==> config.mk <==
export PLATFORM = sky130hd
export DESIGN_NAME = shift_sequencer
export DESIGN_NICKNAME = d
export VERILOG_FILES = /design/src/rtl/shift_seq_pkg.sv /design/src/rtl/bit8_multiregister.sv /design/src/rtl/shift_sequencer.sv
export SDC_FILE = /design/constraint.sdc
export NUM_CORES = 1
export LEC_CHECK = 0
export ABC_AREA = 0
export BUFFER_PORTS_ARGS = -buffer_cell sky130_fd_sc_hd__clkbuf_2
export CAP_MARGIN = 40
export CORE_MARGIN = 5
export CORE_UTILIZATION = 35
export DETAILED_ROUTE_END_ITERATION = 6
export GPL_TIMING_DRIVEN = 0
export PLACE_DENSITY = 0.57
export SETUP_SLACK_MARGIN = 0.05
export SLEW_MARGIN = 20
export SYNTH_ARGS = -nofsm -noshare
export SYNTH_HDL_FRONTEND = slang
export SYNTH_SLANG_ARGS = --single-unit
export TNS_END_PERCENT = 1
==> constraint.sdc <==
create_clock -name clock -period 2.2 [get_ports clock]
set_clock_uncertainty 0.05 [all_clocks]
set_input_delay 0.22 -clock clock [delete_from_list [all_inputs] [get_ports clock]]
set_output_delay 0.22 -clock clock [all_outputs]
set_load 0.005 [all_outputs]
==> src/rtl/shift_seq_pkg.sv <==
// Shared definitions for the shift sequencer: register function codes and FSM states.
package shift_seq_pkg;

  localparam logic [1:0] F_HOLD = 2'b00;
  localparam logic [1:0] F_LOAD = 2'b01;
  localparam logic [1:0] F_LSR  = 2'b10;
  localparam logic [1:0] F_ASR  = 2'b11;

  typedef enum logic [1:0] {
    IDLE  = 2'b00,
    LOAD  = 2'b01,
    SHIFT = 2'b10,
    DONE  = 2'b11
  } state_t;

endpackage

==> src/rtl/bit8_multiregister.sv <==
// 8-bit register with hold / load / logical-right / arithmetic-right functions,
// updated on each rising edge while enabled.
module bit8_multiregister
  import shift_seq_pkg::*;
(
  input  logic       clock,
  input  logic       reset,
  input  logic       en,
  input  logic [1:0] func,
  input  logic [7:0] din,
  output logic [7:0] dout
);

  // NOTE: sequential state uses non-blocking assignments only, so every
  // register samples pre-edge values regardless of process ordering.
  // A single 8-bit register (not a memory array) is cheap to reset, and an
  // aborted command must read back as zero.
  always_ff @(posedge clock or posedge reset) begin
    if (reset) begin
      dout <= 8'h00;
    end else if (en) begin
      case (func)
        F_LOAD:  dout <= din;
        F_LSR:   dout <= {1'b0, dout[7:1]};
        F_ASR:   dout <= {dout[7], dout[7:1]};
        default: dout <= dout;
      endcase
    end
  end

endmodule

==> src/rtl/shift_sequencer.sv <==
// Command-driven shift sequencer: accepts an operand and shift count, loads it,
// shifts it N times, and presents the result until the consumer takes it.
module shift_sequencer
  import shift_seq_pkg::*;
(
  input  logic       clock,
  input  logic       reset,
  input  logic       cmd_valid,
  output logic       cmd_ready,
  input  logic [7:0] cmd_data,
  input  logic [2:0] cmd_count,
  input  logic       cmd_arith,
  output logic       res_valid,
  input  logic       res_ready,
  output logic [7:0] res_data,
  output logic       busy
);

  state_t     state, state_n;
  logic [2:0] cnt;
  logic [7:0] lat_data;
  logic [2:0] lat_count;
  logic       lat_arith;
  logic [1:0] func;
  logic       reg_en;
  logic       accept;

  // NOTE: every signal driven here gets a default first, so no path through
  // the case can leave one unassigned and infer a latch.
  always_comb begin
    state_n   = state;
    func      = F_HOLD;
    reg_en    = 1'b0;
    cmd_ready = 1'b0;
    res_valid = 1'b0;
    case (state)
      IDLE: begin
        // Gated by reset so nothing is offered while the block is held in reset.
        cmd_ready = ~reset;
        if (cmd_valid && !reset) state_n = LOAD;
      end
      LOAD: begin
        reg_en  = 1'b1;
        func    = F_LOAD;
        state_n = (lat_count == 3'd0) ? DONE : SHIFT;
      end
      SHIFT: begin
        reg_en = 1'b1;
        func   = lat_arith ? F_ASR : F_LSR;
        if (cnt == 3'd1) state_n = DONE;
      end
      DONE: begin
        res_valid = 1'b1;
        if (res_ready) state_n = IDLE;
      end
      default: state_n = IDLE;
    endcase
  end

  assign accept = cmd_valid & cmd_ready;
  assign busy   = (state != IDLE);

  always_ff @(posedge clock or posedge reset) begin
    if (reset) begin
      state     <= IDLE;
      cnt       <= 3'd0;
      lat_data  <= 8'h00;
      lat_count <= 3'd0;
      lat_arith <= 1'b0;
    end else begin
      state <= state_n;
      if (accept) begin
        lat_data  <= cmd_data;
        lat_count <= cmd_count;
        lat_arith <= cmd_arith;
      end
      // SHIFT is only entered with a non-zero count, so the decrement never wraps.
      if (state == LOAD)       cnt <= lat_count;
      else if (state == SHIFT) cnt <= cnt - 3'd1;
    end
  end

  bit8_multiregister u_reg (
    .clock (clock),
    .reset (reset),
    .en    (reg_en),
    .func  (func),
    .din   (lat_data),
    .dout  (res_data)
  );

endmodule

### Yosys cells after proc, flatten, opt, wreduce, memory -nomap -nowiden

Cells that the tools add are included.

| word-level totals | value |
|---|---|
| input bits | 16 |
| flip-flop bits (word level) | 25 |
| output and inout bits | 11 |

| operators by class | value |
|---|---|
| reductions and logical operators | 12 |
| mux-type cells | 13 |
| eq/ne operators | 10 |
| bitwise logic cells | 3 |
| $add $sub $neg | 1 |

Operators by type and width:

| kind | number |
|---|---|
| case mux 8 bit (3 select lines) | 1 |
| equality test 2 bit, second input constant | 4 |
| case mux 2 bit (4 select lines) | 1 |
| 2-to-1 mux 2 bit | 3 |
| 2-to-1 mux 3 bit | 2 |
| inequality test 2 bit, second input constant | 3 |
| AND reduction 3 bit | 2 |
| nonzero test 2 bit | 3 |
| 2-to-1 mux 1 bit | 5 |
| equality test 2 x 1 -> 1 bit, second input constant | 2 |
| case mux 2 bit (2 select lines) | 1 |
| equality test 3 x 1 -> 1 bit, second input constant | 1 |
| zero test 3 bit | 1 |
| nonzero test 3 bit | 1 |
| subtractor 3 x 1 -> 3 bit, second input constant | 1 |
| zero test 2 bit | 1 |
| NOT 1 bit | 2 |
| AND reduction 2 bit | 1 |
| OR reduction 2 bit | 1 |
| bitwise AND 1 bit | 1 |
| logical AND 1 bit | 1 |
| zero test 1 bit | 1 |

### Longest topological paths before layout

Gate-level depths: netlist of the first run.

| logic depth | value |
|---|---|
| depth in word-level cells | 5 |
| mapped depth | 7 |

### Cells and area by module

From an unflattened synthesis of the first run, not the netlist that was laid out.

| second synthesis, totals | value |
|---|---|
| cells, all modules | 124 |
| area total of the unflattened synthesis | 1313.8 um^2 |

By module, submodules not included:

| module | area an instance (um^2) | cells an instance | instances |
|---|---|---|---|
| shift_sequencer | 843.3 | 72 | 1 |
| bit8_multiregister | 470.5 | 52 | 1 |

### Least setup slack after synthesis of the first run

OpenSTA, ideal clock, no wires.

| path | value |
|---|---|
| path type | reg-to-reg |
| from | reg state[0] |
| to | reg lat_arith |
| path buffers | 1 |
| cell stages (with the launch flop) | 8 |
| arrival time | 1405 ps |
| data required time | 2025 ps |
| library setup time | 125 ps |
| clock period less this slack | 1580 ps |
| slack | 620 ps |
| cell sequence | dfrtp_1 -> inv_1 -> ha_1 -> inv_1 -> nor2_1 -> nand2_1 -> buf_6 -> mux2_2 |

| on the way | value |
|---|---|
| cells in the longest elaborated chain, start to end | 3 |

RTL lines:

| what | RTL line | source |
|---|---|---|
| start, declared | shift_sequencer.sv:19 | `state_t state, state_n;` |
| start signal, assigned | shift_sequencer.sv:71 | `state <= state_n;` |
| zero test 2 bit | shift_sequencer.sv:36 | `case (state)` |
| 2-to-1 mux 1 bit | shift_sequencer.sv:36 |  |
| net cmd_ready | shift_sequencer.sv:9 | `output logic cmd_ready,` |
| bitwise AND 1 bit | shift_sequencer.sv:60 | `assign accept = cmd_valid & cmd_ready;` |
| end signal, assigned | shift_sequencer.sv:75 | `lat_arith <= cmd_arith;` |
| end, declared | shift_sequencer.sv:23 | `logic lat_arith;` |

The timed path passes the listed nets, and every way through them passes these cells.
A chain may end at the register's enable or synchronous reset.

### Final worst setup path of the first run

| path | value |
|---|---|
| from | reg state[0] |
| to | reg state[0] |

| on the way | value |
|---|---|
| cells in the longest elaborated chain, start to end | 3 |

RTL lines:

| what | RTL line |
|---|---|
| equality test 2 bit or zero test 2 bit (tied branches) | shift_sequencer.sv:36 |
| inequality test 2 bit (no line) | -- |
| AND reduction 3 bit (no line) | -- |

Parallel ways exist; a longest one is shown, timed or not.

==> summary.txt, run 1 <==
Routing
  – Drt drc: 0
  – Vias: 882
  – Total iterations of the first detailed-routing run: 4
  – DR iter-0 viols: 32
  – Via-to-Cell Ratio: 4.74
  – Routed len/inst: 12.9 µm
  – Drt total wl: 2410 µm
  – Post-DRT Antenna Nets: 0

Global route
  – First-pass GRT wire length: 3950 µm
  – GR Overflow Total: 0
  – Largest net degree at the start of global routing: 19
  – Initial antenna violation count: 0
  – GRT Util Overall: 0.114
  – Number of global-route vias before repair: 899

Run status
  – Outcome: complete, no violations

Die
  – Cell Rows: 21
  – Die width: 68.5 µm
  – Io pins: 27
  – Core ar.: 0.00331 mm²
  – DIE HEIGHT: 68.5 µm
  – Effective utilization at floorplan: 0.361
  – Die area: 0.00469 mm²

CTS
  – Hold_buf cts: 1
  – Post-CTS Setup Bufs: 0
  – CTS root buf: clkbuf_4
  – Clock Latency Late Sink: 0.31 ns
  – Clock sink total: 25
  – CTS clock-pin slew for the worst setup and hold paths: 0.13 ns
  – CTS max path bufs: 2
  – CTS tree: done
  – Post-CTS resize count: 0
  – H-tree depth: 1
  – CTS buffer count: 3

STA
  – Final Hold Viols: 0
  – Slew Viols, Final: 0
  – Fmax: 0.551 GHz
  – Final period util: 0.824
  – Finish-stage setup viols: 0
  – RSZ-0062 raised after global routing: no
  – Tmin final: 1.81 ns
  – Post-Route Setup TNS: 0 ns
  – Slew @ Worst Pin: 0.541 ns
  – Setup WS post-layout: 0.387 ns
  – Worst rel slew slack: 0.639

Power and ir drop
  – Cell Int Power: 1.27 mW
  – Clk pwr share: 0.095
  – Pwr Density: 1480 mW/mm²
  – Leakage: 0.701 nW
  – Switching Fraction: 0.405
  – Flop pwr share: 0.403
  – Comb power frac: 0.502
  – Switching pwr: 0.869 mW
  – Total power: 2.14 mW
  – Worst VDD drop: 0.000512 V

Synthesis
  – Mean post-synth cell area: 11.1 µm²
  – Mapped Cells: 108
  – Synthesis Warnings: 0
  – Synth Register Bits: 25
  – Post-synthesis sequential area ratio: 0.523
  – Mapped Area: 0.00120 mm²
  – Syn nets: 131
  – Distinct cell type count after synthesis: 20

Setup path
  – Critical path endpoint category: register
  – Worst Path Max Fanout: 10
  – Worst path max stage delay: 0.46 ns
  – Worst Setup Path Type: register to register
  – Cell Chain, Critical Path: inv_1 > ha_1 > buf_2 > a222oi_1 > o21ai_1 > a22oi_1
  – Crit path arrival time: 2.01 ns
  – Startpoint Class: register
  – Cells on worst reg2reg path: 6
  – Slowest-stage cell, CP: a222oi_1
  – CP required: 2.39 ns

Run
  – Maxcap violations: 0

Cells and area
  – Layout cells sized above 1: 0.321
  – Final Util: 0.437
  – Final non-filler cell total: 186
  – Count of nets after finishing: 164
  – Antenna cells: 0
  – Synth-to-layout area growth: 21.0%

Worst hold path
  – Min-Delay Path Class: input port to register
  – Hold Path Stages: 2

Place
  – Post-DP HPWL: 1760 µm
  – PortBufs: 26
  – Post-Place Worst Slack: 0.416 ns
  – Routability cong.: 0.699
  – Placed insts: 181
==> worst paths after layout <==
| kind | from | end | slack, ns |
|---|---|---|---|
| hold reg to reg | lat_data[1] | lat_data[1] | 0.47 |
| max in group asynchronous | reset | lat_data[3] | 1.29 |
| hold / removal | cmd_data[2] | lat_data[2] | 0.08 |
| setup / recovery | state[0] | state[0] | 0.39 |
| setup reg to reg | state[0] | state[0] | 0.39 |
| min in group asynchronous | reset | state[1] | 0.39 |
==> power groups by stage <==
| stage | sequential (mW) | clock, mW | combinational [mW] |
|---|---|---|---|
| after detailed placement | 0.875 | 0 | 1.09 |
| after global placement | 0.868 | 0 | 1.05 |
| after global routing | 0.891 | 0.234 | 1.22 |
| after floorplan | 0.846 | 0 | 0.778 |
| after CTS | 0.864 | 0.214 | 1.09 |
| final | 0.864 | 0.203 | 1.08 |
==> registers in the layout, summed over array words and instances (netlist names) <==
signal      flops
lat_data        8
u_reg.dout      8
cnt             3
lat_count       3
state           2
lat_arith       1
==> placed cells by master, fill, tap and decap left out <==
cell type and instances:
a21oi_1 10, a222oi_1 1, a22o_1 2, a22oi_1 1
a31oi_1 1, buf_16 1, buf_2 2, buf_6 1
clkbuf_1 3, clkbuf_2 26, clkbuf_4 3, dfrtp_1 25
dlygate4sd3_1 1, ha_1 7, inv_1 8, mux2_2 12
mux2i_1 7, nand2_1 7, nand2b_1 3, nor2_1 12
nor3_1 2, o21ai_0 3, o21ai_1 1, o31ai_1 1
==> worst max-delay path: cells and delay by family, from the launching register on <==
| family | cells | cell delay [ns] |
|---|---|---|
| DFF | 1 | 0.40 |
| adders and majority gates | 1 | 0.20 |
| AOI/OAI and AO/OA | 3 | 0.76 |
| buffers and inverters | 2 | 0.33 |
==> cell families after synthesis <==
family / after synthesis / synth area share
buffers and inverters: 13 / 0.0492
adder cells (fa/ha/maj): 7 / 0.0732
AND/OR/NAND/NOR: 24 / 0.0837
AO/OA/AOI/OAI: 20 / 0.0994
flip-flops: 25 / 0.523
multiplexers: 19 / 0.172
==> area by class of cell <==
type / count / area [µm²]
fill: 343 / 1860
sequential: 25 / 626
multi-input combinational: 70 / 512
timing repair buffer: 28 / 168
tap: 46 / 57.6
inverter: 8 / 30.0
buffer: 5 / 28.8
clock buffer: 4 / 26.3
==> per-stage QoR <==
step,instance area [µm²],hold slack (ns)
final,1450,0.0766
after global routing,1450,0.0527
after CTS,1450,0.0636
after detailed placement,1410,0.189
after global placement,1380,0.402
after floorplan,1200,0.197
==> layer usage <==
| layer | share of wire | track usage | routed length (µm) |
|---|---|---|---|
| met4 | 0.0054 | 0.0447 | 13 |
| met2 | 0.48 | 0.186 | 1150 |
| met5 | 0 | 0 | 0 |
| met1 | 0.46 | 0.138 | 1100 |
| met3 | 0.059 | 0.0361 | 141 |
==> Yosys cell counts <==
master    instances  area share
ha_1              7       0.073
clkbuf_1          2      0.0063
nor2_1           12       0.038
a31oi_1           1      0.0052
a222oi_1          1      0.0084
o31ai_1           1      0.0063
o21ai_1           1      0.0042
nand2b_1          3       0.016
nand2_1           7       0.022
mux2i_1           7       0.059
mux2_2           12        0.11
buf_2             2      0.0084
nor3_1            2      0.0084
dfrtp_1          25        0.52
o21ai_0           3       0.013
a22oi_1           1      0.0063
a21oi_1          10       0.042
a22o_1            2       0.015
inv_1             8       0.025
buf_6             1      0.0094
(Power assumes the default switching activity.)
==> run 2, diff against run 1 <==
--- a/config.mk
+++ b/config.mk
@@ -12,7 +12,7 @@
 export CORE_UTILIZATION = 35
 export DETAILED_ROUTE_END_ITERATION = 6
 export GPL_TIMING_DRIVEN = 0
-export PLACE_DENSITY = 0.57
+export PLACE_DENSITY = 0.59
 export SETUP_SLACK_MARGIN = 0.05
 export SLEW_MARGIN = 20
 export SYNTH_ARGS = -nofsm -noshare
==> constraint.sdc (replaced) <==
create_clock -name clock -period 1.5 [get_ports clock]
set_clock_uncertainty 0.05 [all_clocks]
set_input_delay 0.15 -clock clock [delete_from_list [all_inputs] [get_ports clock]]
set_output_delay 0.15 -clock clock [all_outputs]
set_load 0.005 [all_outputs]
==> run 2 against run 1 <==
Compared with the run above: non-clock buffer count up 19; via count up 8.7%; setup slack worse by 0.42 ns; die area unchanged; sequential power up 49%; global-route usage up 2.3 points; first-iteration DRC count up 56%; the run now ends with setup timing left; utilization up 8.5 points; power up 68%; sequential share of layout area down 7.1 points.
==> summary.txt, run 2 (synthesis results as in run 1) <==
Run status
  – Outcome: finished, violations left
  – Violated checks: setup timing

Setup path
  – CP required: 1.72 ns
  – Crit path arrival time: 1.75 ns
  – Reg2reg start: state[1]
  – R2R Setup Slk: -0.03 ns
  – Startpoint Class: register
  – Worst Path Max Fanout: 3
  – End of the worst register-to-register path: state[1]
  – Cell Chain, Critical Path: buf_6 > ha_4 > a222oi_1 > buf_4 > nand2_1 > o21ai_1
  – Cells on worst reg2reg path: 6
  – Worst path max stage delay: 0.43 ns
  – Slowest-stage cell, CP: dfrtp_1
  – Critical path endpoint category: register
  – End of the critical path: state[1]
  – Worst Setup Path Type: register to register
  – CP startpoint: state[1]

Die
  – Core ar.: 0.00331 mm²
  – Io pins: 27
  – Die area: 0.00469 mm²
  – Effective utilization at floorplan: 0.361
  – Cell Rows: 21
  – Die width: 68.5 µm
  – DIE HEIGHT: 68.5 µm

CTS
  – CTS tree: done
  – CTS clock-pin slew for the worst setup and hold paths: 0.14 ns
  – CTS buffer count: 3
  – Clock sink total: 25
  – H-tree depth: 1
  – Clock Latency Late Sink: 0.32 ns
  – CTS max path bufs: 2
  – CTS root buf: clkbuf_4

Cells and area
  – Most common cell after layout, fill and taps aside: clkbuf_2
  – Final Util: 0.523
  – Synth-to-layout area growth: 44.7%
  – Final-layout fill cell count: 301
  – Multi-input combinational cell area: 569 µm²
  – Area occupied by registers: 626 µm²
  – Antenna cells: 0
  – Most frequent cells in the layout: 27 x clkbuf_2, 25 x dfrtp_1, 13 x dlygate4sd3_1
  – Layout cells sized above 1: 0.396
  – Count of nets after finishing: 183
  – Largest registers: lat_data (8), u_reg.dout (8)
  – Design Area, Final: 0.00173 mm²

Routing
  – Drt total wl: 2690 µm
  – Via-to-Cell Ratio: 4.68
  – Total iterations of the first detailed-routing run: 4
  – DR iter-0 viols: 50
  – Post-DRT Antenna Nets: 0
  – Vias: 959
  – Routed len/inst: 13.1 µm
  – Drt drc: 0

Worst hold path
  – Min-Delay Path Class: input port to register

STA
  – RSZ-0062 raised after global routing: yes
  – Worst rel slew slack: 0.657
  – Slew Viols, Final: 0
  – Finish-stage setup viols: 2
  – Final Hold Viols: 0
  – Tmin final: 1.53 ns
  – Final period util: 1.02
  – Slew @ Worst Pin: 0.514 ns
  – Fmax: 0.652 GHz
  – Setup WS post-layout: -0.0345 ns

Run
  – Maxcap violations: 0

Global route
  – Number of global-route vias before repair: 1012
  – Largest net degree at the start of global routing: 16
  – Met1 Usage GRT: 0.175
  – First-pass GRT wire length: 4770 µm
  – Initial antenna violation count: 0
  – GRT Util Overall: 0.136
  – GR Overflow Total: 0
  – Met3 GRT Util: 0.0378
  – Met2 GRT Util: 0.228
  – Top Usage Layer GRT: met2

Power and ir drop
  – Pwr Density: 2080 mW/mm²
  – Worst VDD drop: 0.00103 V
  – Leakage: 0.815 nW
  – Total power: 3.60 mW

Place
  – Post-Place Worst Slack: -0.191 ns
  – Placed Area: 0.00144 mm²
  – PortBufs: 26
  – Post-DP HPWL: 1830 µm
  – Routability cong.: 0.711
[run 2: timing repair]
action | CTS | global route
pin swaps | 6 | 2
gates cloned | 1 | 0
endpoints found under the setup margin | 25 | 23
hold buffers | 11 | 2
setup buffers | 7 | 0
resized for setup | 15 | 4
hold endpoints to repair | 20 | 2
[run 2: per-stage QoR]
step,setup TNS [ns],std cells,hold slack [ns]
2_1_floorplan,0,108,0.127
3_3_place_gp,-2.02,180,0.331
3_5_place_dp,-2.41,181,0.188
4_1_cts,-0.0219,203,0.00115
5_1_grt,-0.518,205,0.180
6_report,-0.0658,205,0.184
[run 2: worst min path at each step]
stage	start	to	slack [ns]	depth (start not counted)
after floorplan	reset	cnt[0]	0.13	1
after global placement	cmd_arith	lat_arith	0.33	2
after detailed placement	reset	u_reg.dout[7]	0.19	2
after CTS	cmd_count[2]	lat_count[2]	0.001	2
after global routing	cmd_valid	lat_count[1]	0.18	3
final	res_ready	state[0]	0.18	5
[run 2: critical path, delay by kind of cell (launching register included)]
family / cells / cell delay (ns)
flip-flops: 1 / 0.43
AND/OR/NAND/NOR: 1 / 0.05
adder cells (fa/ha/maj): 1 / 0.15
AO/OA/AOI/OAI: 2 / 0.46
buffers and inverters: 2 / 0.34
[run 2: final cells by class]
| class | instances | share of cell area |
|---|---|---|
| tap | 46 | 0.0333 |
| inverter | 8 | 0.0188 |
| sequential | 25 | 0.362 |
| clock buffer | 4 | 0.0152 |
| buffer | 4 | 0.0210 |
| timing repair buffer | 48 | 0.221 |
| multi-input combinational | 70 | 0.329 |
[run 2: power breakdown]
part | internal (mW) | switching [mW] | total (mW) | leakage (nW)
logic | 1.04 | 0.971 | 2.01 | 0.504
registers | 1.04 | 0.250 | 1.29 | 0.296
clock network | 0.104 | 0.203 | 0.307 | 0.0150
total | 2.18 | 1.42 | 3.60 | 0.815
[run 2: routing by layer]
layer | wire (µm) | vias to the layer above
li1 | - | 470
met1 | 1250 | 464
met2 | 1290 | 23
met3 | 129 | 2
met4 | 13 | 0
met5 | 0 | -
==> run 3, diff against run 2 <==
--- a/config.mk
+++ b/config.mk
@@ -9,10 +9,9 @@
 export BUFFER_PORTS_ARGS = -buffer_cell sky130_fd_sc_hd__clkbuf_2
 export CAP_MARGIN = 40
 export CORE_MARGIN = 5
-export CORE_UTILIZATION = 35
+export CORE_UTILIZATION = 47
 export DETAILED_ROUTE_END_ITERATION = 6
-export GPL_TIMING_DRIVEN = 0
-export PLACE_DENSITY = 0.59
+export PLACE_DENSITY = 0.75
 export SETUP_SLACK_MARGIN = 0.05
 export SLEW_MARGIN = 20
 export SYNTH_ARGS = -nofsm -noshare
==> run 3 against run 2 <==
Compared with the run above: the flow still finishes with violations (setup timing); power is 1.8% higher; via count is 2.2% lower; setup slack about the same; count of clock-buffer cells in the layout stayed put; maximum frequency hardly changed; sequential share of layout area up 2.6 points; wire length down 2.3%; register-to-register slack hardly changed; highest routed layer unchanged.
==> summary.txt, run 3 (synthesis results as in run 1) <==
Run status
  – Outcome: finished, violations left
  – Violated checks: setup timing

Worst hold path
  – HP Start: cmd_data[0]
  – Min-Delay Path Class: input port to register

Global route
  – Top Usage Layer GRT: met2
  – Met2 GRT Util: 0.301
  – Largest net degree at the start of global routing: 26
  – First-pass GRT wire length: 4400 µm
  – GRT Util Overall: 0.161
  – Initial antenna violation count: 0
  – Met3 GRT Util: 0.0340
  – GR Overflow Total: 0
  – Met1 Usage GRT: 0.188
  – Number of global-route vias before repair: 952

Place
  – PortBufs: 26
  – Routability cong.: 0.806
  – Placed Area: 0.00148 mm²
  – Post-DP HPWL: 1880 µm

Routing
  – Routed len/inst: 14.3 µm
  – Drt drc: 0
  – DR iter-0 viols: 22
  – Total iterations of the first detailed-routing run: 4
  – Vias: 938
  – Via-to-Cell Ratio: 5.13
  – Drt total wl: 2620 µm
  – Post-DRT Antenna Nets: 0

CTS
  – CTS tree: done
  – CTS max path bufs: 2
  – CTS buffer count: 3
  – CTS clock-pin slew for the worst setup and hold paths: 0.12 ns
  – Clock sink total: 25
  – CTS root buf: clkbuf_4
  – Clock Latency Late Sink: 0.30 ns
  – H-tree depth: 1

Power and ir drop
  – Leakage: 0.772 nW
  – Pwr Density: 2270 mW/mm²
  – Worst VDD drop: 0.00161 V
  – Total power: 3.67 mW

Cells and area
  – Final-layout fill cell count: 198
  – Layout cells sized above 1: 0.444
  – Antenna cells: 0
  – Most frequent cells in the layout: 25 x dfrtp_1, 25 x clkbuf_2, 12 x mux2_2, 12 x buf_4, 11 x nor2_1
  – Synth-to-layout area growth: 34.9%
  – Design Area, Final: 0.00161 mm²
  – Area occupied by registers: 626 µm²
  – Multi-input combinational cell area: 562 µm²
  – Largest registers: lat_data (8), u_reg.dout (8)
  – Count of nets after finishing: 177

STA
  – Tmin final: 1.53 ns
  – Slew Viols, Final: 0
  – Slew @ Worst Pin: 0.394 ns
  – Final period util: 1.02
  – Finish-stage setup viols: 3
  – Setup WS post-layout: -0.0345 ns
  – Fmax: 0.652 GHz
  – Worst rel slew slack: 0.737
  – RSZ-0062 raised after global routing: yes
  – Final Hold Viols: 0

Run
  – Maxcap violations: 0

Die
  – Die area: 0.00365 mm²
  – DIE HEIGHT: 60.4 µm
  – Effective utilization at floorplan: 0.487
  – Core ar.: 0.00245 mm²
  – Cell Rows: 18
  – Die width: 60.4 µm
  – Io pins: 27

Setup path
  – Startpoint Class: register
  – CP required: 1.30 ns
  – Reg2reg start: state[0]
  – Crit path arrival time: 1.33 ns
  – CP startpoint: state[1]
  – Critical path endpoint category: output port
  – Worst Setup Path Type: register to output port
  – Worst Path Max Fanout: 4
-- run 3: cell types whose count changed in the layout (fill, tap and decap cells not counted), sizes merged --
| cell | change |
|---|---|
| dlygate4sd3 | -8 |
| buf | +4 |
| clkbuf | -2 |
-- run 3: power breakdown --
| group | internal, mW | switching, mW |
|---|---|---|
| Sequential | 1.04 | 0.242 |
| Clock | 0.104 | 0.181 |
| Combinational | 1.11 | 0.990 |
| Total | 2.25 | 1.41 |
-- run 3: layout make-up --
class	count	area share
clock buffers	4	0.0163
multi-input cells	70	0.348
repair buffers	46	0.203
flip-flops and latches	25	0.388
well taps	30	0.0233
inverters	8	0.0217
-- run 3: what timing repair did --
action                                  in CTS  in global routing
buffers inserted                             2                  0
gates resized for setup                      9                  3
endpoints found under the setup margin      18                 23
hold endpoints to repair                    25                  4
hold buffers                                 1                  4
pin swaps                                    5                  6
-- run 3: per-stage QoR --
stage	hold WS [ns]	setup WS, ns	std cells	TNS (ns)	utilization
after floorplan	0.127	0.00897	108	0	-
after global placement	0.195	0.0519	172	0	0.604
after detailed placement	0.212	-0.0126	172	-0.0126	0.604
after CTS	0.00959	-0.0317	179	-0.0317	0.638
after global routing	0.0115	-0.153	183	-0.846	0.657
final	0.0195	-0.0345	183	-0.0807	0.657
-- run 3: critical path, cell delays in order (launching register included) --
cell      delay (ns)
dfrtp_1         0.44
inv_2           0.11
ha_4            0.16
inv_4           0.04
nor2_4          0.08
buf_4           0.10
clkbuf_2        0.10
-- run 3: layer usage --
| metal | vias up | part of all wire |
|---|---|---|
| li1 | 463 | - |
| met1 | 451 | 0.38 |
| met2 | 20 | 0.55 |
| met3 | 4 | 0.049 |
| met4 | 0 | 0.015 |
| met5 | - | 0 |
-- run 3: final timing paths --
kind / cells past startpoint / slack, ns / to
worst max-delay path: 6 / -0.03 / cmd_ready
worst min-delay path: 2 / 0.02 / lat_data[0]
worst max register to register: 6 / -0.03 / state[0]
worst min register to register: 1 / 0.47 / lat_data[6]
max in group asynchronous: 4 / 0.76 / lat_data[4]
min in group asynchronous: 4 / 0.41 / lat_data[6]
